==> src/rtl/fifo_axis_pkg.sv <==
// fifo_axis_pkg: shared sizing helpers and entry layout for the AXI-Stream FIFO.
// Latency: none (constants and constant functions only).
// Backpressure: not applicable.
package fifo_axis_pkg;

  // Pointers carry one extra wrap bit above the array address.
  function automatic int ptr_width(input int depth);
    return $clog2(depth) + 1;
  endfunction

  // The count must reach DEPTH+1 (full array plus a loaded output register).
  // clog2(DEPTH)+1 bits hold up to 2*DEPTH-1, which covers this for every DEPTH >= 2.
  function automatic int cnt_width(input int depth);
    return $clog2(depth) + 1;
  endfunction

  // Stored entry is packed as {tuser, tlast, tdata}.
  function automatic int entry_width(input int data_w, input int user_w);
    return data_w + 1 + user_w;
  endfunction

  // TLAST sits directly above TDATA.
  function automatic int last_pos(input int data_w);
    return data_w;
  endfunction

  // TUSER starts directly above TLAST.
  function automatic int user_off(input int data_w);
    return data_w + 1;
  endfunction

  // Handshake combination seen in a cycle: {input accepted, output accepted}.
  typedef enum logic [1:0] {
    OP_IDLE = 2'b00,
    OP_RD   = 2'b01,
    OP_WR   = 2'b10,
    OP_BOTH = 2'b11
  } fifo_op_e;

endpackage

==> src/rtl/fifo_axis_ram.sv <==
// fifo_axis_ram: simple dual-port storage, one synchronous write port and one asynchronous read port.
// Latency: a write lands on the clock edge; a read is combinational from the address.
// Backpressure: none; the caller guarantees it never writes a slot that is still unread.
module fifo_axis_ram #(
  parameter int C_WIDTH      = 34,
  parameter int C_ADDR_WIDTH = 4
) (
  input  logic                    i_aclk,
  input  logic                    wr_en,
  input  logic [C_ADDR_WIDTH-1:0] wr_addr,
  input  logic [C_WIDTH-1:0]      wr_data,
  input  logic [C_ADDR_WIDTH-1:0] rd_addr,
  output logic [C_WIDTH-1:0]      rd_data
);

  localparam int C_ENTRIES = 2 ** C_ADDR_WIDTH;

  logic [C_WIDTH-1:0] mem [C_ENTRIES];

  // Storage has no reset; contents are only meaningful between the pointers.
  always_ff @(posedge i_aclk) begin
    if (wr_en) begin
      mem[wr_addr] <= wr_data;
    end
  end

  assign rd_data = mem[rd_addr];

endmodule

==> src/rtl/fifo_axis_ext.sv <==
// fifo_axis_ext: AXI-Stream FIFO carrying TDATA/TLAST/TUSER, with fill level and almost-full/empty flags.
// Latency: a beat written into an empty FIFO is presented on m_axis one cycle after its acceptance.
// Backpressure: s_axis_tready drops only while the array is full; m_axis holds stable while stalled.
// Optional store-and-forward packet mode is enabled by defining FIFO_AXIS_PKT_MODE_EN.
module fifo_axis_ext
  import fifo_axis_pkg::*;
#(
  parameter int C_FIFO_WIDTH   = 32,
  parameter int C_USER_WIDTH   = 1,
  parameter int C_FIFO_DEPTH   = 16,
  parameter int C_ALMOST_FULL  = 14,
  parameter int C_ALMOST_EMPTY = 2
) (
  input  logic                          i_aclk,
  input  logic                          i_aresetn,
  output logic                          s_axis_tready,
  input  logic                          s_axis_tvalid,
  input  logic [C_FIFO_WIDTH-1:0]       s_axis_tdata,
  input  logic                          s_axis_tlast,
  input  logic [C_USER_WIDTH-1:0]       s_axis_tuser,
  input  logic                          m_axis_tready,
  output logic                          m_axis_tvalid,
  output logic [C_FIFO_WIDTH-1:0]       m_axis_tdata,
  output logic                          m_axis_tlast,
  output logic [C_USER_WIDTH-1:0]       m_axis_tuser,
  output logic [$clog2(C_FIFO_DEPTH):0] o_count,
  output logic                          o_almost_full,
  output logic                          o_almost_empty
);

  localparam int AW       = $clog2(C_FIFO_DEPTH);
  localparam int PW       = ptr_width(C_FIFO_DEPTH);
  localparam int CW       = cnt_width(C_FIFO_DEPTH);
  localparam int EW       = entry_width(C_FIFO_WIDTH, C_USER_WIDTH);
  localparam int LAST_POS = last_pos(C_FIFO_WIDTH);
  localparam int USER_OFF = user_off(C_FIFO_WIDTH);

  logic [PW-1:0] wr_ptr;
  logic [PW-1:0] rd_ptr;
  logic          arr_empty;
  logic          arr_full;
  logic          rst_done;
  logic          wr_en;
  logic          out_acc;
  logic          load;
  logic          pkt_ok;
  logic [EW-1:0] wr_data;
  logic [EW-1:0] rd_data;
  logic [CW-1:0] count_nxt;
  fifo_op_e      count_op;

  // Equal pointers mean empty; same slot on opposite laps means every entry is in use.
  assign arr_empty = (wr_ptr == rd_ptr);
  assign arr_full  = (wr_ptr[AW-1:0] == rd_ptr[AW-1:0]) && (wr_ptr[AW] != rd_ptr[AW]);

  // Ready comes from registered state only, so there is no path from m_axis_tready.
  assign s_axis_tready = rst_done && !arr_full;
  assign wr_en         = s_axis_tvalid && s_axis_tready;
  assign out_acc       = m_axis_tvalid && m_axis_tready;
  assign wr_data       = {s_axis_tuser, s_axis_tlast, s_axis_tdata};

  // Refill the output register whenever it is empty or being drained this cycle.
  assign load = !arr_empty && pkt_ok && (!m_axis_tvalid || m_axis_tready);

`ifdef FIFO_AXIS_PKT_MODE_EN
  logic [PW-1:0] pkt_cnt;
  logic [PW-1:0] pkt_cnt_nxt;
  fifo_op_e      pkt_op;

  // Hold the output back until a whole packet is stored, unless the array is full:
  // a packet longer than the array would otherwise never see its TLAST written.
  assign pkt_ok = (pkt_cnt != '0) || arr_full;

  // Complete packets held in the array: +1 when a TLAST beat is written, -1 when one is loaded out.
  always_comb begin
    pkt_op      = fifo_op_e'({wr_en && s_axis_tlast, load && rd_data[LAST_POS]});
    pkt_cnt_nxt = pkt_cnt;
    case (pkt_op)
      OP_WR:   pkt_cnt_nxt = pkt_cnt + PW'(1);
      OP_RD:   pkt_cnt_nxt = pkt_cnt - PW'(1);
      default: pkt_cnt_nxt = pkt_cnt;
    endcase
  end

  // Packet counter register.
  always_ff @(posedge i_aclk or negedge i_aresetn) begin
    if (!i_aresetn) begin
      pkt_cnt <= '0;
    end else begin
      pkt_cnt <= pkt_cnt_nxt;
    end
  end
`else
  assign pkt_ok = 1'b1;
`endif

  fifo_axis_ram #(
    .C_WIDTH      (EW),
    .C_ADDR_WIDTH (AW)
  ) u_ram (
    .i_aclk  (i_aclk),
    .wr_en   (wr_en),
    .wr_addr (wr_ptr[AW-1:0]),
    .wr_data (wr_data),
    .rd_addr (rd_ptr[AW-1:0]),
    .rd_data (rd_data)
  );

  // Ready stays low while reset is held and rises on the first edge after release.
  always_ff @(posedge i_aclk or negedge i_aresetn) begin
    if (!i_aresetn) begin
      rst_done <= 1'b0;
    end else begin
      rst_done <= 1'b1;
    end
  end

  // Pointers advance freely and wrap modulo 2*DEPTH through their natural width.
  always_ff @(posedge i_aclk or negedge i_aresetn) begin
    if (!i_aresetn) begin
      wr_ptr <= '0;
      rd_ptr <= '0;
    end else begin
      if (wr_en) begin
        wr_ptr <= wr_ptr + PW'(1);
      end
      if (load) begin
        rd_ptr <= rd_ptr + PW'(1);
      end
    end
  end

  // Output register: load a new beat, drop valid only when drained with nothing to replace it.
  always_ff @(posedge i_aclk or negedge i_aresetn) begin
    if (!i_aresetn) begin
      m_axis_tvalid <= 1'b0;
      m_axis_tdata  <= '0;
      m_axis_tlast  <= 1'b0;
      m_axis_tuser  <= '0;
    end else if (load) begin
      m_axis_tvalid <= 1'b1;
      m_axis_tdata  <= rd_data[C_FIFO_WIDTH-1:0];
      m_axis_tlast  <= rd_data[LAST_POS];
      m_axis_tuser  <= rd_data[USER_OFF +: C_USER_WIDTH];
    end else if (out_acc) begin
      m_axis_tvalid <= 1'b0;
    end
  end

  // Beats held across array and output register: +1 on input accept, -1 on output accept.
  always_comb begin
    count_op  = fifo_op_e'({wr_en, out_acc});
    count_nxt = o_count;
    case (count_op)
      OP_WR:   count_nxt = o_count + CW'(1);
      OP_RD:   count_nxt = o_count - CW'(1);
      default: count_nxt = o_count;
    endcase
  end

  // Count and flags update together from the next-state count so they always agree.
  always_ff @(posedge i_aclk or negedge i_aresetn) begin
    if (!i_aresetn) begin
      o_count        <= '0;
      o_almost_full  <= 1'b0;
      o_almost_empty <= 1'b1;
    end else begin
      o_count        <= count_nxt;
      o_almost_full  <= (int'(count_nxt) >= C_ALMOST_FULL);
      o_almost_empty <= (int'(count_nxt) <= C_ALMOST_EMPTY);
    end
  end

endmodule

==> config.mk <==
export PLATFORM = sky130hd
export DESIGN_NAME = fifo_axis_ext
export DESIGN_NICKNAME = d
export VERILOG_FILES = /design/src/rtl/fifo_axis_pkg.sv /design/src/rtl/fifo_axis_ram.sv /design/src/rtl/fifo_axis_ext.sv
export SDC_FILE = /design/constraint.sdc
export NUM_CORES = 1
export LEC_CHECK = 0
export BUFFER_PORTS_ARGS = -buffer_cell sky130_fd_sc_hd__buf_2
export CAP_MARGIN = 30
export CELL_PAD_IN_SITES_DETAIL_PLACEMENT = 0
export CELL_PAD_IN_SITES_GLOBAL_PLACEMENT = 2
export CORE_ASPECT_RATIO = 2
export CORE_UTILIZATION = 45
export DETAILED_ROUTE_END_ITERATION = 10
export PLACE_DENSITY = 0.83
export SKIP_CTS_REPAIR_TIMING = 1
export SLEW_MARGIN = 15
export SYNTH_ARGS = -nofsm -noshare
export SYNTH_HDL_FRONTEND = slang
export SYNTH_HIERARCHICAL = 1
export SYNTH_SLANG_ARGS = --single-unit
==> constraint.sdc <==
create_clock -name i_aclk -period 4.8 [get_ports i_aclk]
set_clock_uncertainty 0.15 [all_clocks]
set_input_delay 0.72 -clock i_aclk [delete_from_list [all_inputs] [get_ports i_aclk]]
set_output_delay 0.72 -clock i_aclk [all_outputs]
set_load 0.05 [all_outputs]
==> metrics.txt <==
status=finished clean; Critical Path AT=about 3500 ps; FF-to-FF setup slack=1610 ps; most used cell, CP=ha_1; Mapped Nets=approximately 1.1k; CP Max Fanout=11; FMAX=around 0.31 GHz; min cycle time layout=approximately 3200 ps; max_cap viols=0; Hold WC Path Type=input pin to asynchronous set/reset pin; RSZ-0062 raised after global routing=no; Root Driver=clkbuf_16; post-synthesis simple-gate area fraction=~1.8%; Synth Area in Adders=less than 1%; Worst EP required=~5100 ps; register area share after synthesis=between 70 and 80%; post-synthesis compound-gate area fraction=2.87%; initial antenna violation count=1; Hold WS=slightly below 80 ps; Post-Synth XOR/XNOR Area=less than 1%; pre-CTS setup slack=~1600 ps; placed cell count=1724; Residual DRC=0; final slew viol count=0; via count of the routed design=approximately 11k; clk sinks=597; clk slew on worst S/H paths=70 ps; routed length per instance=26.6 µm; TritonRoute pass-1 iters=5; CP Launch Type=register; synth warn=6; final wirelength=about 48000 µm; final setup fails=0; htree depth=2; CTS tree=yes; setup_tns=0 ps; worst rel slew slack=33.2%; PortBufs=80; Synth area leader=edfxtp_1; P per Cell Area=604 nW/µm²; Slew @ Worst Pin=approximately 1000 ps; DR vias/cell=slightly below 6; Setup WS post-layout=between 1500 and 2000 ps; mapped cell area=22900 µm²; share of layout cells above drive strength 1=between 30 and 40%; dpl hpwl=around 27000 µm; Avg Inst Size Synth=22.5 µm²; Die X=161 µm; vias in the first global route=~11k; nets=~1.2k; fin crit share=between 60% and 70%; Util after Layout=between 50% and 60%; mux cell area share after synthesis=between 10% and 20%; largest net degree at the start of global routing=140; Max stage delay cell, worst path=dfrtp_1; Fill cells=roughly 3.8k; Inserted Diodes=0; cells along the critical path=xnor2_2 > nand4_4 > o21a_1 > inv_1 > ha_1 > ha_1 > nand3_1 > a211oi_1 > nor3b_1 > nor4bb_1; Max clock buf depth=3; Netlist cell types=43; first-pass GRT wire length=between 70000 and 80000 µm; Synth Register Bits=between 500 and 600; Clk Latency, worst-skew pair=~570 ps; P_leak=approximately 0.0085 µW; post-synth top area share=a little under three quarters; Crit Path Class=register to register; GRT overflow=0; CP peak stage delay=620 ps; final hold vios=0; final instance count without filler cells=1814; Core ar.=around 50000 µm²; post-route ant nets=0; largest family of logic cells by synthesized area=multiplexers; I/O pins=81; Max rail drop VDD=approximately 0.00055 V; Initial Util=between 40% and 50%; synth-to-layout area growth=13.6%; Die Y=about 320 µm; Post-Synthesis Cells=just over 1k; row cnt=116; GP Congestion=about 0.72; Die ar.=~52000 µm²; element type at the critical path end=register; CTS buffer count=49; DRT iter0 DRCs=between 700 and 800; Synth area leaders=edfxtp_1 (71%), mux4_2 (13%), dfrtp_1 (5.7%); Tot GR Track Use=19.1%
-- cell type report --
cell class              count  area, µm²  area share (%)
flip-flops and latches    597      17700            68.0
multi-input cells         369       5070            19.5
clock buffers              64       1350            5.17
well taps                 649        812            3.12
repair buffers            107        693            2.67
clock inverters            26        395            1.52
inverters                   2       7.51          0.0289
-- routing by layer --
layer	GRT usage, %	wire length [µm]	vias up
met5	0	9	-
met4	6.67	1390	2
met3	2.09	2040	80
met2	36.1	27300	310
met1	22.2	17500	5662
li1	-	-	4464
-- per-stage QoR --
| step | total power, µW | instance area [µm²] |
|---|---|---|
| 6_report | 15700 | 26000 |
| 5_1_grt | 16300 | 26000 |
| 4_1_cts | 15900 | 26000 |
| 3_5_place_dp | 11600 | 24300 |
| 3_3_place_gp | 11400 | 24200 |
| 2_1_floorplan | 10200 | 22900 |
-- path summary, 6_finish.rpt --
| kind | from | to | cells past startpoint |
|---|---|---|---|
| max reg2reg | wr_ptr[0] | o_almost_empty | 10 |
| min | i_aresetn | m_axis_tdata[8] | 1 |
| min in group i_aclk | m_axis_tdata[19] | m_axis_tdata[19] | 1 |
| max in group asynchronous | i_aresetn | rd_ptr[0] | 1 |
| max | wr_ptr[0] | o_almost_empty | 10 |
| min reg2reg | m_axis_tdata[19] | m_axis_tdata[19] | 1 |
-- cell usage after synthesis (all sizes together) --
cell,count
xnor2,13
buf,26
ha,6
a21oi,4
dfrtp,52
nor3b,2
edfxtp,544
and3,1
nor3,5
o22ai,1
mux4,136
o2111ai,3
nor4bb,1
clkbuf,24
dfstp,1
xor2,4
fa,1
o21a,4
and2,6
nor2b,2
nor2,15
a2111oi,1
a22oi,68
or3b,1
nand4,1
nand2,36
nand3b,4
a41o,1
nand3,3
mux2,38
o211ai,3
a211oi,1
conb,1
nand2b,4
and4b,1
inv,2
a21o,1
o21bai,1
-- cell usage in the layout (no fill, tap or decap), drive strengths merged, types with 5 or more instances in the layout --
master  netlist  final
a22oi        68     68
and2          6      6
buf          26    107
bufinv        0     10
clkbuf       24     64
clkinv        0     10
dfrtp        52     52
edfxtp      544    544
ha            6      6
mux2         38     38
mux4        136    136
nand2        36     36
nor2         15     15
nor3          5      5
xnor2        13     13
-- critical path, delay by kind of cell (launching register included) --
| kind | cells | cell delay, ps |
|---|---|---|
| flip-flops | 1 | 620 |
| buffers and inverters | 1 | 80 |
| AO/OA/AOI/OAI | 2 | 720 |
| XOR/XNOR | 1 | 150 |
| AND/OR/NAND/NOR | 4 | 690 |
| adder cells (fa/ha/maj) | 2 | 680 |
-- cell families (layout without fill, tap and decap cells) --
group | Yosys count | count (layout)
AO/OA/AOI/OAI | 88 | 88
buffers and inverters | 52 | 199
adder cells (fa/ha/maj) | 7 | 7
XOR/XNOR | 17 | 17
AND/OR/NAND/NOR | 82 | 82
flip-flops | 597 | 597
multiplexers | 174 | 174
other | 1 | 1
-- sequential cells by signal, summed over array words and instances (netlist names) --
| name | count |
|---|---|
| m_axis_tdata | 32 |
| rd_ptr | 5 |
| o_count | 5 |
| rst_done | 1 |
| wr_ptr | 5 |
| o_almost_empty | 1 |
| o_almost_full | 1 |
| u_ram/mem | 544 |
| m_axis_tlast | 1 |
| m_axis_tvalid | 1 |
| m_axis_tuser | 1 |
-- where the power goes --
group          switching [µW]  leakage (µW)  internal, µW
Sequential                265       0.00553          6160
Clock                    1800      0.000843          2520
Combinational            2840       0.00218          2110
Note: power is estimated with default switching activity, not from simulation.
